`config.mk`:
```
export PLATFORM = sky130hd
export DESIGN_NAME = hazard_stall_ctrl
export DESIGN_NICKNAME = d
export VERILOG_FILES = /design/src/rtl/hazard_stall_ctrl_pkg.sv /design/src/rtl/hazard_stall_ctrl_md_seq.sv /design/src/rtl/hazard_stall_ctrl.sv
export SDC_FILE = /design/constraint.sdc
export NUM_CORES = 1
export LEC_CHECK = 0
export BUFFER_PORTS_ARGS = -buffer_cell sky130_fd_sc_hd__buf_2
export CAP_MARGIN = 25
export CORE_ASPECT_RATIO = 1.2
export CORE_MARGIN = 1.5
export CORE_UTILIZATION = 55
export CTS_BUF_LIST = sky130_fd_sc_hd__clkbuf_4
export DETAILED_ROUTE_END_ITERATION = 10
export PLACE_DENSITY = 0.92
export RECOVER_POWER = 25
export SKIP_CTS_REPAIR_TIMING = 1
export SLEW_MARGIN = 20
export SYNTH_ARGS = -nofsm -noshare
export SYNTH_HDL_FRONTEND = slang
export SYNTH_HIERARCHICAL = 1
export SYNTH_SLANG_ARGS = --single-unit
```
`constraint.sdc`:
```
create_clock -name clk -period 5.1 [get_ports clk]
set_input_delay 0.765 -clock clk [delete_from_list [all_inputs] [get_ports clk]]
set_output_delay 0.765 -clock clk [all_outputs]
set_load 0.03 [all_outputs]
```
`src/rtl/hazard_stall_ctrl_pkg.sv`:
```
// Shared types and constants for the pipeline hazard/stall controller.
package hazard_stall_ctrl_pkg;

  typedef enum logic {
    MD_IDLE = 1'b0,
    MD_BUSY = 1'b1
  } md_state_t;

  localparam logic [4:0] REG_ZERO = 5'd0;

endpackage

```
`src/rtl/hazard_stall_ctrl_md_seq.sv`:
```
// Mult/div sequencer: tracks an in-flight operation for MD_LAT cycles after md_start.
module hazard_stall_ctrl_md_seq
  import hazard_stall_ctrl_pkg::*;
#(
  parameter int unsigned MD_LAT = 32
) (
  input  logic clk,
  input  logic rst_n,
  input  logic md_start,
  output logic md_busy,
  output logic in_busy
);

  localparam int unsigned CW = $clog2(MD_LAT);
  localparam logic [CW-1:0] CNT_LOAD = CW'(MD_LAT - 1);

  md_state_t     state, state_nxt;
  logic [CW-1:0] md_cnt, md_cnt_nxt;
  logic          md_busy_nxt;

  assign in_busy = (state == MD_BUSY);

  // State register; updates on the falling edge to line up with the segment registers.
  always_ff @(negedge clk or negedge rst_n) begin
    if (!rst_n) begin
      state   <= MD_IDLE;
      md_cnt  <= '0;
      md_busy <= 1'b0;
    end else begin
      state   <= state_nxt;
      md_cnt  <= md_cnt_nxt;
      md_busy <= md_busy_nxt;
    end
  end

  // Next-state: load the latency count on start, count down (gated at zero) while busy.
  always_comb begin
    state_nxt   = state;
    md_cnt_nxt  = md_cnt;
    md_busy_nxt = md_busy;
    case (state)
      MD_IDLE: begin
        if (md_start) begin
          state_nxt   = MD_BUSY;
          md_cnt_nxt  = CNT_LOAD;
          md_busy_nxt = 1'b1;
        end
      end
      MD_BUSY: begin
        if (md_cnt == '0) begin
          state_nxt   = MD_IDLE;
          md_busy_nxt = 1'b0;
        end else begin
          md_cnt_nxt = md_cnt - CW'(1);
        end
      end
    endcase
  end

endmodule

```
`src/rtl/hazard_stall_ctrl.sv`:
```
// Pipeline sequencing controller: load-use bubble, PC/IF-ID stall, branch flush, mult/div issue.
module hazard_stall_ctrl
  import hazard_stall_ctrl_pkg::*;
#(
  parameter int unsigned MD_LAT = 32,
  parameter int unsigned CNT_W  = 16
) (
  input  logic             clk,
  input  logic             rst_n,
  input  logic [4:0]       ID_rs,
  input  logic [4:0]       ID_rt,
  input  logic             ID_use_rs,
  input  logic             ID_use_rt,
  input  logic             ID_is_md,
  input  logic             ID_rd_hilo,
  input  logic [4:0]       EX_rt,
  input  logic             EX_MemtoReg,
  input  logic             EX_RegWr,
  input  logic             EX_br_taken,
  output logic             Load_use,
  output logic             pc_stall,
  output logic             if_id_stall,
  output logic             if_id_flush,
  output logic             md_start,
  output logic             md_busy,
  output logic [CNT_W-1:0] stall_cnt
);

  logic md_in_busy;
  logic lu_haz;
  logic md_haz;

  hazard_stall_ctrl_md_seq #(
    .MD_LAT (MD_LAT)
  ) u_md_seq (
    .clk      (clk),
    .rst_n    (rst_n),
    .md_start (md_start),
    .md_busy  (md_busy),
    .in_busy  (md_in_busy)
  );

  // Hazard detection: load result needed by ID, or hi/lo/mult-div unit still occupied.
  always_comb begin
    lu_haz = EX_MemtoReg & EX_RegWr & (EX_rt != REG_ZERO) &
             ((ID_use_rs & (ID_rs == EX_rt)) | (ID_use_rt & (ID_rt == EX_rt)));
    md_haz = md_in_busy & (ID_is_md | ID_rd_hilo);
  end

  // Priority resolution: taken branch squashes ID, then hazards stall, then mult/div issue.
  // md_start is also held off while reset is asserted so nothing issues from the reset state.
  always_comb begin
    Load_use    = 1'b0;
    pc_stall    = 1'b0;
    if_id_stall = 1'b0;
    if_id_flush = 1'b0;
    md_start    = 1'b0;
    if (EX_br_taken) begin
      if_id_flush = 1'b1;
      Load_use    = 1'b1;
    end else if (lu_haz | md_haz) begin
      Load_use    = 1'b1;
      pc_stall    = 1'b1;
      if_id_stall = 1'b1;
    end else if (!md_in_busy & ID_is_md & rst_n) begin
      md_start = 1'b1;
    end
  end

  // Saturating count of PC-stall cycles.
  always_ff @(negedge clk or negedge rst_n) begin
    if (!rst_n) begin
      stall_cnt <= '0;
    end else if (pc_stall && (stall_cnt != '1)) begin
      stall_cnt <= stall_cnt + CNT_W'(1);
    end
  end

endmodule
```
==> metrics.md, run 1 <==
| Metric | Value |
|---|---|
| Outcome | `completed` |
| Worst Skew | `5.16 ps` |
| IO Port Bufs | `45` |
| Drt total wl | `approximately 3200 um` |
| Initial Util | `approximately three fifths` |
| Min-Delay Endpoint | `u_md_seq/md_cnt[1]` |
| Commonest cells post-synth | `dfrtn_1 (23), nand2_1 (16), xnor2_1 (13), xor2_1 (11), nand3_1 (10)` |
| Req. time, crit path | `about 4300 ps` |
| Fin nets | `208` |
| Worst reg2reg endpoint | `stall_cnt[14]` |
| Max-Cap Viols | `0` |
| Core box area | `approximately 2300 um^2` |
| Unrepaired setup endpoints after global routing | `no` |
| Initial DRT Pass Iterations | `4` |
| Die ar. | `approximately 2700 um^2` |
| Yosys warning count | `6` |
| Share of cells above drive strength 1 | `34.8%` |
| Met1 wire length | `1210 um` |
| Grt ovf | `0` |
| Yosys cell types | `34` |
| Num CTS Buffers | `3` |
| Clk Latency, worst-skew pair | `310 ps` |
| Worst setup path class | `reg -> out` |
| Die Wd | `47.8 um` |
| CTS H-tree lvls | `1` |
| Number of flops mapped to enable cells by yosys | `0` |
| CTS root buf | `clkbuf_4` |
| Lkg Pwr | `roughly 0.86 nW` |
| DP HPWL | `~2500 um` |
| Main synth FF type | `dfrtn_1` |
| Gate Count Post-Synth | `~130` |
| DR WL met2 | `around 1700 um` |
| Min-delay src | `u_md_seq/md_cnt[1]` |
| Fin. max-slew vios | `0` |
| Max Fanout on Critical Path | `2` |
| Syn_area_per_cell | `about 10 um^2` |
| Initial antenna violation count | `0` |
| Critical R2R Launch | `stall_cnt[0]` |
| Post-DRT Antenna Nets | `0` |
| Clock transition at the registers of the reported paths | `~80 ps` |
| Most frequent cell after synthesis | `dfrtn_1` |
| Die Ht | `between 50 and 60 um` |
| Register area | `roughly 580 um^2` |
| Fill cells | `between 150 and 200` |
| Site Rows | `19` |
| Total number of vias | `roughly 1,200` |
| Largest net degree at the start of global routing | `24` |
| FFs w/ async S/R, synth | `100%` |
| Worst Tran Pin Value | `approximately 1200 ps` |
| CP Capture Type | `output port` |
| First-pass GRT wire length | `5010 um` |
| Synthesized flop and latch total | `23` |
| Fin Setup TNS | `0 ps` |
| GP Congestion | `approximately 0.8` |
| Headroom to the max-slew limit | `around 18%` |
| WL/cell | `between 15 and 20 um` |
| Cell Area, Synth | `approximately 1300 um^2` |
| Met3 wire len | `roughly 230 um` |
| Top routing layer used | `met4` |
| DRC | `0` |
| CTS tree | `yes` |
| Hold_ws | `~450 ps` |
| R2R depth | `6` |
| Max clock buf depth | `2` |
| Post-synth top area share | `43.4%` |
| Syn-to-layout area delta | `24.6%` |
| Final hold vios | `0` |
| Vias in the first global route | `~1,200` |
| Maximum vdd drop | `around 0.00040 V` |
| Critical path launch point type | `register` |
| Top post-synthesis cells by area | `dfrtn_1 (43%), xnor2_1 (8.6%), xor2_1 (7.3%), nand2_1 (4.5%), nand3_1 (3.8%)` |
| Syn nets | `between 150 and 200` |
| Setup violators final | `0` |
| Hold depth | `1` |
| Pwr Density | `roughly 390 nW/um^2` |
| All-layer global routing usage | `between 20% and 30%` |
| Register area share after synthesis | `between 40 and 50%` |
| I/O pins | `46` |
| Worst EP arrival | `a little over 4000 ps` |
| Post-synth top area cell | `dfrtn_1` |
| Initial drt markers | `26` |
| Antenna cells | `0` |
| Vias per std cell | `about 5.5` |
| Reg2Reg Setup Slack | `2910 ps` |
| Area of the multi-input gates | `~740 um^2` |
| Clk sink count | `23` |
| Worst hold-check path type | `reg -> reg` |
==> power breakdown <==
group	internal, mW	leakage (nW)	total (mW)	switching, mW
combinational	0.121	0.549	0.292	0.171
clock	0.0293	0.0177	0.0834	0.0541
sequential	0.231	0.295	0.274	0.0423
total	0.382	0.862	0.649	0.267
==> flip-flops by register name, summed over array words and instances (netlist names) <==
register,count
stall_cnt,16
u_md_seq/md_busy,1
u_md_seq/in_busy,1
u_md_seq/md_cnt,5
==> layer usage <==
layer / GRT usage, % / vias to the layer above
met5: 0 / -
met4: 10.4 / 0
met3: 5.47 / 8
met2: 45.7 / 54
met1: 28.4 / 548
li1: - / 563
==> critical path: stages, from the launching register on <==
cell and delay, ps:
dfrtn_1 360, o21a_1 160, a21oi_4 160, nand2_4 80, nor3_4 150, buf_4 140
buf_2 180
==> placed cells by master, fill, tap and decap left out, types with 2 or more instances in the layout <==
cell type   n
clkbuf_4    3
nand2_1    15
nor4_1      4
xor2_1     11
nand2_4     2
nand4_1     3
ha_1        2
nor2_1      8
clkbuf_1    3
buf_2      43
inv_1       5
buf_4       4
dfrtn_1    23
o21a_1      2
nand3_1    10
nand2b_1    2
nor3_1      4
mux2_4      2
or3_1       3
xnor2_1    13
==> worst max path at each step <==
stage | start | end
after global placement | EX_rt[0] | stall_cnt[1]
after CTS | u_md_seq/in_busy | md_start
after floorplan | EX_rt[0] | u_md_seq/md_cnt[0]
after global routing | u_md_seq/in_busy | md_start
final | u_md_seq/in_busy | md_start
after detailed placement | EX_rt[0] | stall_cnt[1]
==> area by class of cell <==
cell class / instances / area share, %
Clock inverter: 1 / 0.303
Sequential cell: 23 / 34.8
Timing Repair Buffer: 50 / 15.5
Inverter: 5 / 1.14
Multi-Input combinational cell: 99 / 44.5
Tap cell: 31 / 2.35
Clock buffer: 3 / 1.36
==> cell families after synthesis <==
| group | count (synthesis) | synth area share (%) |
|---|---|---|
| and+or+nand+nor | 57 | 22.8 |
| xor gates and xnor gates | 24 | 15.8 |
| DFF | 23 | 43.4 |
| AOI/OAI and AO/OA | 13 | 10.4 |
| buffers and inverters | 7 | 2.55 |
| muxes | 3 | 3.11 |
| adders and majority gates | 2 | 1.89 |
==> metrics by stage <==
stage / instances / setup slack [ps] / util, % / cell area [um^2] / power [mW]
CTS: 212 / 239 / 72.7 / 1660 / 0.653
floorplan: 129 / -82.3 / - / 1350 / 0.478
detailed placement: 208 / 21.8 / 71.5 / 1630 / 0.569
global placement: 208 / 63.7 / 71.5 / 1630 / 0.553
finish: 212 / 241 / 72.4 / 1650 / 0.649
global route: 212 / 184 / 72.4 / 1650 / 0.691
Note: power is estimated with default switching activity, not from simulation.
==> run 2, diff against run 1 <==
- CORE_ASPECT_RATIO: 1.2 -> default
- CTS_CLUSTER_SIZE: default -> 12
==> metrics.md, run 2 (synthesized netlist as in run 1, its figures left out) <==
| Metric | Value |
|---|---|
| Outcome | `completed` |
| CTS root buf | `clkbuf_4` |
| NetSw | `267 uW (-0.17%)` |
| Clk Latency, worst-skew pair | `300 ps (about the same)` |
| Reg2Reg Setup Slack | `2960 ps (+50 ps)` |
| Num CTS Buffers | `3 (unchanged)` |
| Final hold vios | `0 (unchanged)` |
| Internal power | `386 uW (+1.2%)` |
| Die Wd | `52.1 um (+8.9%)` |
| Core box area | `2250 um^2 (-1.2%)` |
| Grt ovf | `0 (unchanged)` |
| Total number of vias | `1,195 (+1.9%)` |
| Initial DRT Pass Iterations | `4 (unchanged)` |
| R2R depth | `6 (unchanged)` |
| Share of cells above drive strength 1 | `34.8% (unchanged)` |
| Util after Layout | `73.3% (+0.83 points)` |
| Die ar. | `2710 um^2 (about the same)` |
| Fill cells | `176 (-2.2%)` |
| Drt total wl | `3140 um (-2.4%)` |
| Max FFs per register | `16 (unchanged)` |
| Clock share of power | `13.4% (+0.6 points)` |
| DRC | `0 (unchanged)` |
| Site Rows | `17 (-2)` |
| Setup violators final | `0 (unchanged)` |
| I/O pins | `46 (unchanged)` |
| Syn-to-layout area delta | `24.5% (about the same)` |
| DP HPWL | `2480 um (-2.5%)` |
| Min-delay src | `stall_cnt[4]` |
| Maximum vdd drop | `0.000366 V (-8.0%)` |
| CTS H-tree lvls | `1 (unchanged)` |
| Worst setup path class | `reg -> out` |
| Clk sink count | `23 (unchanged)` |
| Critical path launch point type | `register` |
| Register share of total power | `41.5% (-0.7 points)` |
| WL/cell | `15.0 um (-0.99%)` |
| Worst EP arrival | `4130 ps (+40 ps)` |
| Lkg Pwr | `0.862 nW (about the same)` |
| Fin nets | `208 (unchanged)` |
| Vias per std cell | `5.72 (+3.3%)` |
| Unrepaired setup endpoints after global routing | `no` |
| Comb pwr share | `45.1% (about the same)` |
| First-pass GRT wire length | `4880 um (-2.6%)` |
| All-layer global routing usage | `24.7% (-1.3 points)` |
| Initial drt markers | `21 (-19%)` |
| Worst hold-check path type | `reg -> reg` |
| IO Port Bufs | `45 (unchanged)` |
| Critical R2R Launch | `stall_cnt[1]` |
| Fin. max-slew vios | `0 (unchanged)` |
| Max-Cap Viols | `0 (unchanged)` |
| Top reg by flops | `stall_cnt` |
| CTS tree | `yes` |
| Pwr Density | `396 nW/um^2 (+0.69%)` |
| Die Ht | `52.1 um (-8.2%)` |
| Slowest CP cell | `dfrtn_1` |
| Worst Tran Pin Value | `1210 ps (-16.1 ps)` |
| Headroom to the max-slew limit | `19.4% (+1.1 points)` |
| Net Sw Frac | `40.9% (-0.32 points)` |
| GP Congestion | `0.869 (+6.7%)` |
| CP Capture Type | `output port` |
| Max clock buf depth | `2 (unchanged)` |
| Max Fanout on Critical Path | `7 (+5)` |
| Most frequent cells in the layout | `buf_2 (43), dfrtn_1 (23), nand2_1 (15), xnor2_1 (13), xor2_1 (11)` |
| Worst Skew | `4.28 ps (-0.875 ps)` |
| Antenna cells | `0 (unchanged)` |
| Largest stage delay, worst path | `360 ps (about the same)` |
| Largest net degree at the start of global routing | `24 (unchanged)` |
| Post-DRT Antenna Nets | `0 (unchanged)` |
| Initial antenna violation count | `0 (unchanged)` |
| Fin Setup TNS | `0 ps (unchanged)` |
| Worst reg2reg endpoint | `stall_cnt[14]` |
| CP Cell Sequence | `o21a_1 -> a21oi_4 -> nand2_4 -> nor3_4 -> buf_4 -> buf_2` |
| Commonest non-fill, non-tap cell in the layout | `buf_2` |
| Req. time, crit path | `4340 ps (about the same)` |
| Top flop regs | `stall_cnt: 16 flops, u_md_seq/md_cnt: 5 flops` |
| Initial Util | `58.8% (+0.71 points)` |
| Clock transition at the registers of the reported paths | `80 ps (about the same)` |
| Min-Delay Endpoint | `stall_cnt[4]` |
| Vias in the first global route | `1,111 (-5.6%)` |
| Hold depth | `1 (unchanged)` |
-- run 2: cell count changes in the layout (fill, tap and decap cells not counted) --
cell and delta:
clkbuf_4 +1, clkinv_2 -1
-- run 2: area by class of cell --
class	instances	area, um^2	area share, %
clock buffer	4	30.0	1.82
tap	28	35.0	2.12
multi-input combinational	99	736	44.5
timing repair buffer	50	256	15.5
inverter	5	18.8	1.14
sequential	23	576	34.8
-- run 2: worst max path at each step --
stage / from / endpoint / slack [ps] / cells after the start
global placement: EX_rt[0] / stall_cnt[1] / 60 / 6
floorplan: EX_rt[0] / u_md_seq/md_cnt[0] / -80 / 8
global route: u_md_seq/in_busy / md_start / 120 / 6
detailed placement: EX_rt[2] / u_md_seq/md_cnt[0] / 30 / 10
CTS: u_md_seq/in_busy / md_start / 180 / 6
finish: u_md_seq/in_busy / md_start / 200 / 6
-- run 2: power by group through the flow --
stage	registers, mW	logic [mW]	clock network, mW
6_report	0.271	0.294	0.0878
5_1_grt	0.279	0.318	0.0984
4_1_cts	0.271	0.296	0.0918
3_5_place_dp	0.274	0.295	0
3_3_place_gp	0.271	0.277	0
2_1_floorplan	0.314	0.164	0
-- run 2: metrics by stage --
stage | hold slack [ps] | cells | cell area [um^2] | power, mW | setup slack [ps]
detailed placement | 451 | 205 | 1630 | 0.569 | 29.3
finish | 456 | 209 | 1650 | 0.653 | 200
global placement | 447 | 205 | 1630 | 0.548 | 64.0
floorplan | 425 | 129 | 1350 | 0.478 | -82.3
global route | 479 | 209 | 1650 | 0.695 | 119
CTS | 458 | 209 | 1660 | 0.658 | 184
-- run 2: layer usage --
metal	share of wire, %	GRT usage (%)	wire [um]
met1	39	28.0	1220
met2	53	46.8	1670
met3	7.6	3.45	239
met4	0.38	7.89	12
met5	0	0	0
-- run 2: critical path, delay by kind of cell (launching register included) --
family	cells	cell delay (ps)
AO/OA/AOI/OAI	2	390
AND/OR/NAND/NOR	2	220
buffers and inverters	2	320
flip-flops	1	360
